**src/rtl/ipad_win_ctl_pkg.sv**
```systemverilog
// Shared types and sizing for the input-pad window controller.
// The pad pointer wrap helper lives here so the top and the pointer sub-module agree on it.
package ipad_win_ctl_pkg;

    localparam int IPadSize = 12;
    localparam int CfgWd    = 6;
    localparam int TileWd   = 10;
    localparam int AddrWd   = $clog2(IPadSize);
    localparam int CntWd    = AddrWd + 1;
    localparam int MulWd    = 2 * CfgWd;
    localparam int TotWd    = 2 * CfgWd + TileWd + 1;

    localparam logic [CntWd-1:0] PadDepth = IPadSize[CntWd-1:0];
    localparam logic [CntWd:0]   PadLimit = IPadSize[CntWd:0];

    typedef enum logic [3:0] {
        IDLE = 4'd0,
        INIT = 4'd1,
        LOOP = 4'd2,
        POP  = 4'd3,
        DONE = 4'd4
    } ipad_state_e;

    typedef struct packed {
        logic [CfgWd-1:0]  pch;
        logic [CfgWd-1:0]  r;
        logic [CfgWd-1:0]  u;
        logic [TileWd-1:0] tw;
    } ipad_win_conf_t;

    typedef struct packed {
        logic [AddrWd-1:0] raddr;
        logic [AddrWd-1:0] waddr;
        logic              read;
        logic              write;
    } ipad_addr_t;

    // Both operands are below IPadSize (offset at most IPadSize), so one conditional subtract wraps.
    function automatic logic [AddrWd-1:0] wrap_add(input logic [AddrWd-1:0] base,
                                                   input logic [CntWd-1:0]  offs);
        logic [CntWd:0] sum;
        sum = {2'b00, base} + {1'b0, offs};
        if (sum >= PadLimit) begin
            sum = sum - PadLimit;
        end
        return sum[AddrWd-1:0];
    endfunction

endpackage

```
**src/rtl/ipad_win_ctl_if.sv**
```systemverilog
// Control/config and pad-address bundle between the PE issue logic and the input-pad controller.
interface ipad_win_ctl_if;

    logic                                   i_start;
    logic [ipad_win_ctl_pkg::CfgWd-1:0]     i_pch;
    logic [ipad_win_ctl_pkg::CfgWd-1:0]     i_r;
    logic [ipad_win_ctl_pkg::CfgWd-1:0]     i_u;
    logic [ipad_win_ctl_pkg::TileWd-1:0]    i_tw;
    logic                                   i_stall;
    logic                                   i_dval;
    logic                                   o_drdy;
    logic                                   o_wr;
    logic [ipad_win_ctl_pkg::AddrWd-1:0]    o_waddr;
    logic                                   o_rd;
    logic [ipad_win_ctl_pkg::AddrWd-1:0]    o_raddr;
    logic                                   o_wlast;
    logic                                   o_busy;
    logic                                   o_done;
    logic                                   o_cerr;
    logic [3:0]                             o_state;

    modport master (
        output i_start, i_pch, i_r, i_u, i_tw, i_stall, i_dval,
        input  o_drdy, o_wr, o_waddr, o_rd, o_raddr, o_wlast, o_busy, o_done, o_cerr, o_state
    );

    modport slave (
        input  i_start, i_pch, i_r, i_u, i_tw, i_stall, i_dval,
        output o_drdy, o_wr, o_waddr, o_rd, o_raddr, o_wlast, o_busy, o_done, o_cerr, o_state
    );

endinterface

```
**src/rtl/ipad_circ_ptr.sv**
```systemverilog
// Modulo-IPadSize pointer into the circular input pad; advances by one or by a stride.
module ipad_circ_ptr
    import ipad_win_ctl_pkg::*;
(
    input  logic              clk,
    input  logic              rst,
    input  logic              clr,
    input  logic              inc,
    input  logic              inc_step,
    input  logic [CntWd-1:0]  step,
    output logic [AddrWd-1:0] ptr
);

    always_ff @(posedge clk) begin
        if (rst || clr) begin
            ptr <= '0;
        end else if (inc_step) begin
            ptr <= wrap_add(ptr, step);
        end else if (inc) begin
            ptr <= wrap_add(ptr, CntWd'(1));
        end
    end

endmodule

```
**src/rtl/ipad_win_ctl.sv**
```systemverilog
// Input-pad window controller: refills the circular pad while the MAC reads the current window,
// replacing only the stride entries between consecutive windows.
module ipad_win_ctl
    import ipad_win_ctl_pkg::*;
(
    input  logic           i_clk,
    input  logic           i_rst,
    ipad_win_ctl_if.slave  bus
);

    ipad_state_e      state, state_next;
    ipad_win_conf_t   conf;
    ipad_addr_t       pad;
    logic [CntWd-1:0] win, step, count, idx;
    logic [TotWd-1:0] wtotal, written, wtotal_calc;
    logic [TileWd-1:0] win_cnt;
    logic [MulWd-1:0] area;
    logic [AddrWd-1:0] head, tail;
    logic cerr, illegal, running, drdy, wr, rd, last_rd;
    logic final_win, pop_adv, accept, init_ok, init_bad;

    always_comb begin
        area        = MulWd'(conf.pch) * MulWd'(conf.r);
        illegal     = (conf.pch == '0) || (conf.r == '0) || (conf.u == '0) || (conf.tw == '0) ||
                      (conf.u > conf.r) || (area > MulWd'(IPadSize));
        wtotal_calc = TotWd'(conf.pch) *
                      (TotWd'(conf.r) + (TotWd'(conf.tw) - TotWd'(1)) * TotWd'(conf.u));
        running     = (state == LOOP) || (state == POP);
        drdy        = running && !bus.i_stall && (count < PadDepth) && (written < wtotal);
        wr          = bus.i_dval && drdy;
        rd          = (state == LOOP) && !bus.i_stall && (idx < count);
        last_rd     = rd && (idx == win - CntWd'(1));
        final_win   = (win_cnt == conf.tw - TileWd'(1));
        pop_adv     = (state == POP) && !bus.i_stall && !final_win;
        accept      = (state == IDLE) && bus.i_start && !bus.i_stall;
        init_ok     = (state == INIT) && !bus.i_stall && !illegal;
        init_bad    = (state == INIT) && !bus.i_stall && illegal;
    end

    always_comb begin
        state_next = state;
        case (state)
            IDLE: if (accept) state_next = INIT;
            INIT: if (init_bad) state_next = IDLE;
                  else if (init_ok) state_next = LOOP;
            LOOP: if (last_rd) state_next = POP;
            POP:  if (!bus.i_stall) state_next = final_win ? DONE : LOOP;
            DONE: if (!bus.i_stall) state_next = IDLE;
            default: state_next = IDLE;
        endcase
    end

    always_ff @(posedge i_clk) begin
        if (i_rst) begin
            state   <= IDLE;
            conf    <= '0;
            win     <= '0;
            step    <= '0;
            wtotal  <= '0;
            written <= '0;
            count   <= '0;
            idx     <= '0;
            win_cnt <= '0;
            cerr    <= 1'b0;
        end else begin
            state <= state_next;
            if (accept) begin
                conf <= '{pch: bus.i_pch, r: bus.i_r, u: bus.i_u, tw: bus.i_tw};
                cerr <= 1'b0;
            end
            if (init_bad) begin
                cerr <= 1'b1;
            end
            // Legal config guarantees both products are at most IPadSize, so truncation is safe.
            if (init_ok) begin
                win     <= CntWd'(conf.pch * conf.r);
                step    <= CntWd'(conf.u * conf.pch);
                wtotal  <= wtotal_calc;
                written <= '0;
                count   <= '0;
                idx     <= '0;
                win_cnt <= '0;
            end else begin
                written <= written + TotWd'(wr);
                count   <= count + CntWd'(wr) - (pop_adv ? step : '0);
                if (last_rd) begin
                    idx <= '0;
                end else if (rd) begin
                    idx <= idx + CntWd'(1);
                end
                if (pop_adv) begin
                    win_cnt <= win_cnt + TileWd'(1);
                end
            end
        end
    end

    ipad_circ_ptr u_head (
        .clk      (i_clk),
        .rst      (i_rst),
        .clr      (init_ok),
        .inc      (1'b0),
        .inc_step (pop_adv),
        .step     (step),
        .ptr      (head)
    );

    ipad_circ_ptr u_tail (
        .clk      (i_clk),
        .rst      (i_rst),
        .clr      (init_ok),
        .inc      (wr),
        .inc_step (1'b0),
        .step     ('0),
        .ptr      (tail)
    );

    always_comb begin
        pad.raddr = wrap_add(head, idx);
        pad.waddr = tail;
        pad.read  = rd;
        pad.write = wr;
    end

    assign bus.o_drdy  = drdy;
    assign bus.o_wr    = pad.write;
    assign bus.o_waddr = pad.waddr;
    assign bus.o_rd    = pad.read;
    assign bus.o_raddr = pad.raddr;
    assign bus.o_wlast = last_rd;
    assign bus.o_busy  = (state != IDLE);
    assign bus.o_done  = (state == DONE) && !bus.i_stall;
    assign bus.o_cerr  = cerr;
    assign bus.o_state = state;

endmodule
```
**src/flat_wrapper.sv**
```systemverilog
// flat-port wrapper written by rule: the top's interface ports become plain ports
module ipad_win_ctl_flat import ipad_win_ctl_pkg::*;
  (i_clk, i_rst, bus_i_start, bus_i_pch, bus_i_r, bus_i_u, bus_i_tw, bus_i_stall, bus_i_dval, bus_o_drdy, bus_o_wr, bus_o_waddr, bus_o_rd, bus_o_raddr, bus_o_wlast, bus_o_busy, bus_o_done, bus_o_cerr, bus_o_state);
  ipad_win_ctl_if bus_i ();
  input  logic i_clk;
  input  logic i_rst;
  input wire logic [$bits(bus_i.i_start)-1:0] bus_i_start;
  input wire logic [$bits(bus_i.i_pch)-1:0] bus_i_pch;
  input wire logic [$bits(bus_i.i_r)-1:0] bus_i_r;
  input wire logic [$bits(bus_i.i_u)-1:0] bus_i_u;
  input wire logic [$bits(bus_i.i_tw)-1:0] bus_i_tw;
  input wire logic [$bits(bus_i.i_stall)-1:0] bus_i_stall;
  input wire logic [$bits(bus_i.i_dval)-1:0] bus_i_dval;
  output wire logic [$bits(bus_i.o_drdy)-1:0] bus_o_drdy;
  output wire logic [$bits(bus_i.o_wr)-1:0] bus_o_wr;
  output wire logic [$bits(bus_i.o_waddr)-1:0] bus_o_waddr;
  output wire logic [$bits(bus_i.o_rd)-1:0] bus_o_rd;
  output wire logic [$bits(bus_i.o_raddr)-1:0] bus_o_raddr;
  output wire logic [$bits(bus_i.o_wlast)-1:0] bus_o_wlast;
  output wire logic [$bits(bus_i.o_busy)-1:0] bus_o_busy;
  output wire logic [$bits(bus_i.o_done)-1:0] bus_o_done;
  output wire logic [$bits(bus_i.o_cerr)-1:0] bus_o_cerr;
  output wire logic [$bits(bus_i.o_state)-1:0] bus_o_state;
  assign bus_i.i_start = bus_i_start;
  assign bus_i.i_pch = bus_i_pch;
  assign bus_i.i_r = bus_i_r;
  assign bus_i.i_u = bus_i_u;
  assign bus_i.i_tw = bus_i_tw;
  assign bus_i.i_stall = bus_i_stall;
  assign bus_i.i_dval = bus_i_dval;
  assign bus_o_drdy = bus_i.o_drdy;
  assign bus_o_wr = bus_i.o_wr;
  assign bus_o_waddr = bus_i.o_waddr;
  assign bus_o_rd = bus_i.o_rd;
  assign bus_o_raddr = bus_i.o_raddr;
  assign bus_o_wlast = bus_i.o_wlast;
  assign bus_o_busy = bus_i.o_busy;
  assign bus_o_done = bus_i.o_done;
  assign bus_o_cerr = bus_i.o_cerr;
  assign bus_o_state = bus_i.o_state;
  ipad_win_ctl u_core (.i_clk(i_clk), .i_rst(i_rst), .bus(bus_i));
endmodule
```
**config.mk**
```make
export PLATFORM = sky130hd
export DESIGN_NAME = ipad_win_ctl_flat
export DESIGN_NICKNAME = d
export VERILOG_FILES = /design/src/rtl/ipad_win_ctl_pkg.sv /design/src/rtl/ipad_win_ctl_if.sv /design/src/rtl/ipad_circ_ptr.sv /design/src/rtl/ipad_win_ctl.sv /design/src/flat_wrapper.sv
export SDC_FILE = /design/constraint.sdc
export NUM_CORES = 1
export LEC_CHECK = 0
export CORE_MARGIN = 1
export CORE_UTILIZATION = 50
export CTS_CLUSTER_DIAMETER = 50
export DETAILED_ROUTE_END_ITERATION = 6
export PLACE_DENSITY = 0.67
export SLEW_MARGIN = 15
export SYNTH_ARGS = -nofsm -noshare
export SYNTH_HDL_FRONTEND = slang
export SYNTH_HIERARCHICAL = 1
export SYNTH_SLANG_ARGS = --single-unit
```
**constraint.sdc**
```tcl
create_clock -name i_clk -period 12.66 [get_ports i_clk]
set_clock_uncertainty 0.1 [all_clocks]
set_input_delay 2.532 -clock i_clk [delete_from_list [all_inputs] [get_ports i_clk]]
set_output_delay 2.532 -clock i_clk [all_outputs]
set_load 0.03 [all_outputs]
```
### Word-level counts from Yosys, hierarchy flattened

Index checks and enable logic that the tools add are counted.

* register bits: 117
* latch bits: 0
* RAM bits: 0
* ROM bits: 0
* logic and storage cells: 103
* memories: 0

* add/subtract/negate cells: 15
* multipliers: 5
* div/mod/pow operators: 0
* order comparisons: 8
* equality and inequality tests: 11
* shift-type cells: 0
* mux-type cells: 14
* bitwise gates (word level): 0
* reductions and logical operators: 35

Operators by type and width (count)
* $mux 4: 9
* $add 23x1->23: 1
* $add 6x23->23: 1
* $lt 23x23->1: 1
* $mul 23x6->23: 1
* $mul 6x23->23: 1
* $pmux 4 s5: 1
* $logic_not 6->1: 3
* $logic_and 1x1->1: 15
* $add 4x5->6: 2
* $ge 6x4->1 const B: 2
* $gt 12x4->1 const B: 1
* $mul 6x6->12: 1
* $mul 6x6->5: 2
* $sub 4x4->4 const B: 3
* $sub 10x1->11 const B: 1
* $add 10x1->10 const B: 1
* $eq 10x10->1: 1
* $logic_not 10->1: 1
* $sub 10x1->10 const B: 1
* $eq 4x2->1 const B: 2
* $logic_or 1x1->1: 7
* $gt 6x6->1: 1
* $ne 2x2->1 const B: 3
* 23 further kinds: 26

### Logic depth before layout (Yosys ltp)

* depth after elaboration: 11
* depth in mapped cells: 39
* mapped depth without buffers: 38

### Cells and area by module

The synthesis kept the hierarchy.

By module, submodules not included
* ipad_win_ctl: instances 1, cells an instance 1686, area an instance 13987.2 sq um
* ipad_circ_ptr: instances 2, cells an instance 64, area an instance 531.8 sq um

### Worst setup path before layout

OpenSTA, ideal clock, no wires.

* path kind: flip-flop to flip-flop
* from: reg u_core/conf[0] (netlist bit)
* to: reg u_core.wtotal[22]
* arrival time: 9.613 ns
* data required time: 12.474 ns
* slack: 2.861 ns
* cell stages (with the launch flop): 38
* path buffers: 1
* clock period less this slack: 9.799 ns
* cells stage by stage: dfxtp_1 -> clkbuf_1 -> inv_1 -> ha_1 -> nor3b_1 -> xnor2_1 -> nand2b_1 -> fa_1 -> fa_1 -> inv_1 -> fa_1 -> inv_1 -> fa_1 -> inv_1 -> ha_1 -> o21ai_0 -> o21ai_0 -> or3b_2 -> [2 not listed] -> xnor2_1 -> and2_1 -> fa_1 -> inv_1 -> fa_1 -> inv_1 -> fa_1 -> inv_1 -> fa_1 -> xnor2_1 -> xnor2_1 -> xnor2_1 -> nor3_1 -> a2111o_1 -> nor4_1 -> xnor2_1 -> xnor2_1 -> a211oi_1

* word-level cells in the longest chain between the ends: 6
* elaborated cells between the ends (all ways): 10
* classes of those cells: add/sub (2); mul (2); reduce/logical (6)

Ends and longest elaborated chain
* start, declared: line ipad_win_ctl.sv:12 `ipad_win_conf_t conf;`
* start signal, assigned: line ipad_win_ctl.sv:68 `conf <= '{pch: bus.i_pch, r: bus.i_r, u: bus.i_u, tw: bus.i_tw};`
* parallel branches: the longest is 6 deep, another holds $mul 23x6->23
* end signal, assigned: line ipad_win_ctl.sv:78 `wtotal <= wtotal_calc;`
* end, declared: line ipad_win_ctl.sv:15 `logic [TotWd-1:0] wtotal, written, wtotal_calc;`

Several ways; the timed one is not identified.
A chain may end at the register's enable or synchronous reset.

### Worst setup path after layout

Same ends and word-level chain as after synthesis.

==> results.json <==
{
  "run_status": "finished clean",
  "first_global_vias": 11700,
  "clock_sink_count": 116,
  "number_of_top_level_pins": 52,
  "timing.final.max_slew_violations": 0,
  "leakage_nw": 7.89,
  "use_met2_pct": 37.6,
  "avgSynthCellArea_sq_um": 8.30,
  "wire_per_inst_microns": 14.5,
  "effective_utilization_at_floorplan_pct": 50.8,
  "rr_worst_depth": 36,
  "regToRegStartpoint": "u_core/conf[0]",
  "detailed_place_hpwl_microns": 25400,
  "wl_microns": 32500,
  "critPathRequiredTime_ns": 12.90,
  "post_synth_main_area_contributors": "fa_1 20%, ha_1 16%, dfxtp_1 15%",
  "drc": 0,
  "final.period_utilization_pct": 85.7,
  "power_density_nw_per_um2": 78.9,
  "ir_drop_mv": 0.0896,
  "initial_antenna_violation_count": 1,
  "tightest_pin_transition_ns": 1.05,
  "drtAntennaViolNets": 0,
  "yosysTopAreaCellShare_pct": 20.0,
  "dpl_cell_area_sq_um": 15900,
  "cts_inserted_buffers": 17,
  "yosysMostFrequentCell": "inv_1",
  "ys.warnings.count": 6,
  "synth.yosys.seq_area_share_pct": 15.4,
  "grt_util_met1_pct": 30.5,
  "max-cap-violations": 0,
  "clock_tree.htree_level_count": 4,
  "timing.slew.headroom_pct": 29.8,
  "cts.path.max_buffers": 2,
  "globalRouteMet3Util_pct": 2.49,
  "post_synth_inst_count": 1814,
  "hold_path_sink": "u_core/wtotal[3]",
  "total_number_of_vias": 11800,
  "min_path_cells": 2,
  "drive_above_1_share_pct": 3.46,
  "worst_path_most_repeated_cell": "fa_1",
  "end_kind": "flip-flop",
  "regToRegSetupSlack_ns": 1.82,
  "die_y_microns": 175,
  "io_buffer_count": 50,
  "clockRootBuffer": "clkbuf_16",
  "post_synthesis_instance_area_sq_um": 15100,
  "yosys_register_bits": 116,
  "row_count": 63,
  "largest_net_degree_at_the_start_of_global_routing": 74,
  "synth_cell_type_count": 71,
  "synth_top_flop_cell": "dfxtp_1",
  "cpMaxStageDelayCell": "fa_1",
  "clk-insertion-delay-late_ns": 0.43,
  "timing.hold.worst.start": "u_core/wtotal[3]",
  "ff_latch_area_sq_um": 2320,
  "multi_input_area_sq_um": 11500,
  "wire_length_of_the_first_global_routing_pass_microns": 56100,
  "grt_remaining_overflow": 0,
  "cp.arrival_ns": 11.09,
  "grt.busiest_layer": "met2",
  "drt_iter0_markers": 555,
  "cts_tree": "built",
  "core_area_sq_um": 29600,
  "worst_path_fanout_max": 11,
  "area_delta_synth_final_pct": 9.69,
  "finalHoldViolCount": 0,
  "nets": 2210,
  "finalWorstPathRequiredPeriod_ns": 10.84,
  "design.die.area_sq_um": 30800,
  "post_cts_buffers": 0,
  "setup.worst_path.class": "reg -> reg",
  "fin_tns_setup_ns": 0,
  "start_kind": "flip-flop",
  "post_synth_edffs": 0,
  "clkTransAtPathRegs_ns": 0.07,
  "library_cell_occupying_the_most_area_in_the_post_synthesis_netlist": "fa_1",
  "grtUsageTotal_pct": 22.2,
  "antenna-diode-count": 0,
  "worst_r2r_endpoint": "u_core/wtotal[22]",
  "cpPeakStageDelay_ns": 0.60,
  "finalWeightedCongestion": 0.832,
  "synth_common_cells": "272 x inv_1, 205 x nand2_1, 191 x ha_1",
  "post-layout-total-power_mw": 1.30,
  "vias_per_cell": 5.26,
  "final_setup_violation_count": 0,
  "cts-hold-fix-buffers": 0,
  "fp.dieW_microns": 175,
  "post_cts.resized_instances": 0,
  "final_cell_area_sq_um": 16500,
  "num-fill-cells": 2800,
  "unrepaired_setup_endpoints_after_global_routing": "no",
  "first_pass_iters": 5,
  "fmax_ghz": 0.0922,
  "holdCritPathClass": "reg -> reg",
  "ys_async_sr_fraction_pct": 0
}
## cell families (layout without fill, tap and decap cells)
family	count (synthesis)	after routing	synth area share (%)
AND/OR/NAND/NOR	620	620	20.8
adder cells (fa/ha/maj)	341	341	35.8
buffers and inverters	339	364	8.57
AO/OA/AOI/OAI	262	262	11.1
XOR/XNOR	127	127	7.68
flip-flops	116	116	15.4
multiplexers	8	8	0.540
other	1	11	0.0249
## worst max-delay path: cells and delay by family, from the launching register on
family	cells	cell delay, ns
adder cells (fa/ha/maj)	10	4.62
XOR/XNOR	7	1.79
AO/OA/AOI/OAI	6	1.69
AND/OR/NAND/NOR	6	1.56
flip-flops	1	0.55
buffers and inverters	7	0.41
## power by group
part           internal (mW)  switching (mW)  total, mW
logic                  0.161           0.240      0.401
clock network          0.322           0.188      0.510
registers              0.373          0.0195      0.392
total                  0.856           0.447       1.30
## layout make-up
type | count | area share [%]
clock inverters | 13 | 1.02
flip-flops and latches | 116 | 14.1
inverters | 273 | 6.21
well taps | 390 | 2.96
multi-input cells | 1369 | 69.6
clock buffers | 19 | 2.74
repair buffers | 59 | 3.41
## per-layer routing
| metal | up-vias | routed length, microns |
|---|---|---|
| li1 | 5894 | - |
| met1 | 5678 | 15700 |
| met2 | 186 | 15500 |
| met3 | 19 | 976 |
| met4 | 0 | 308 |
| met5 | - | 0 |
## state kept, by name (all words and copies together) (netlist names)
register            cells
u_core/conf            28
u_core/bus.o_cerr       1
u_core/step             5
u_core/bus.o_state      3
u_core/u_head/ptr       4
u_core/count            5
u_core/written         23
u_core/win              5
u_core/idx              5
u_core/u_tail/ptr       4
u_core/win_cnt         10
u_core/wtotal          23
## how the worst max path moves through the flow
stage / start / end / slack, ns / depth (start not counted)
floorplan: u_core/conf[0] / u_core/wtotal[22] / 2.86 / 37
global placement: u_core/conf[0] / u_core/wtotal[22] / 2.34 / 36
CTS: u_core/conf[0] / u_core/wtotal[22] / 1.91 / 36
global route: u_core/conf[0] / u_core/wtotal[22] / 0.98 / 36
detailed placement: u_core/conf[0] / u_core/wtotal[22] / 1.99 / 36
finish: u_core/conf[0] / u_core/wtotal[22] / 1.82 / 36
## cells in the final DEF (no fill, tap or decap), types with 38 or more instances in the layout
master,netlist,final
nor2_1,98,97
ha_1,191,191
clkdlybuf4s50_1,0,49
nand2_1,205,205
xnor2_1,70,70
fa_1,150,150
xor2_1,54,54
and2_1,132,132
inv_1,272,272
nor2b_1,38,38
a21oi_1,116,116
dfxtp_1,116,116
## stage by stage
step / cells / hold slack (ns) / util [%] / setup slack, ns
floorplan: 1824 / 0.332 / - / 2.86
global placement: 2207 / 0.340 / 53.6 / 2.34
detailed placement: 2207 / 0.345 / 53.6 / 1.99
CTS: 2239 / 0.352 / 55.7 / 1.91
global route: 2239 / 0.370 / 55.7 / 0.980
finish: 2239 / 0.351 / 55.7 / 1.82
Note: power is estimated with default switching activity, not from simulation.
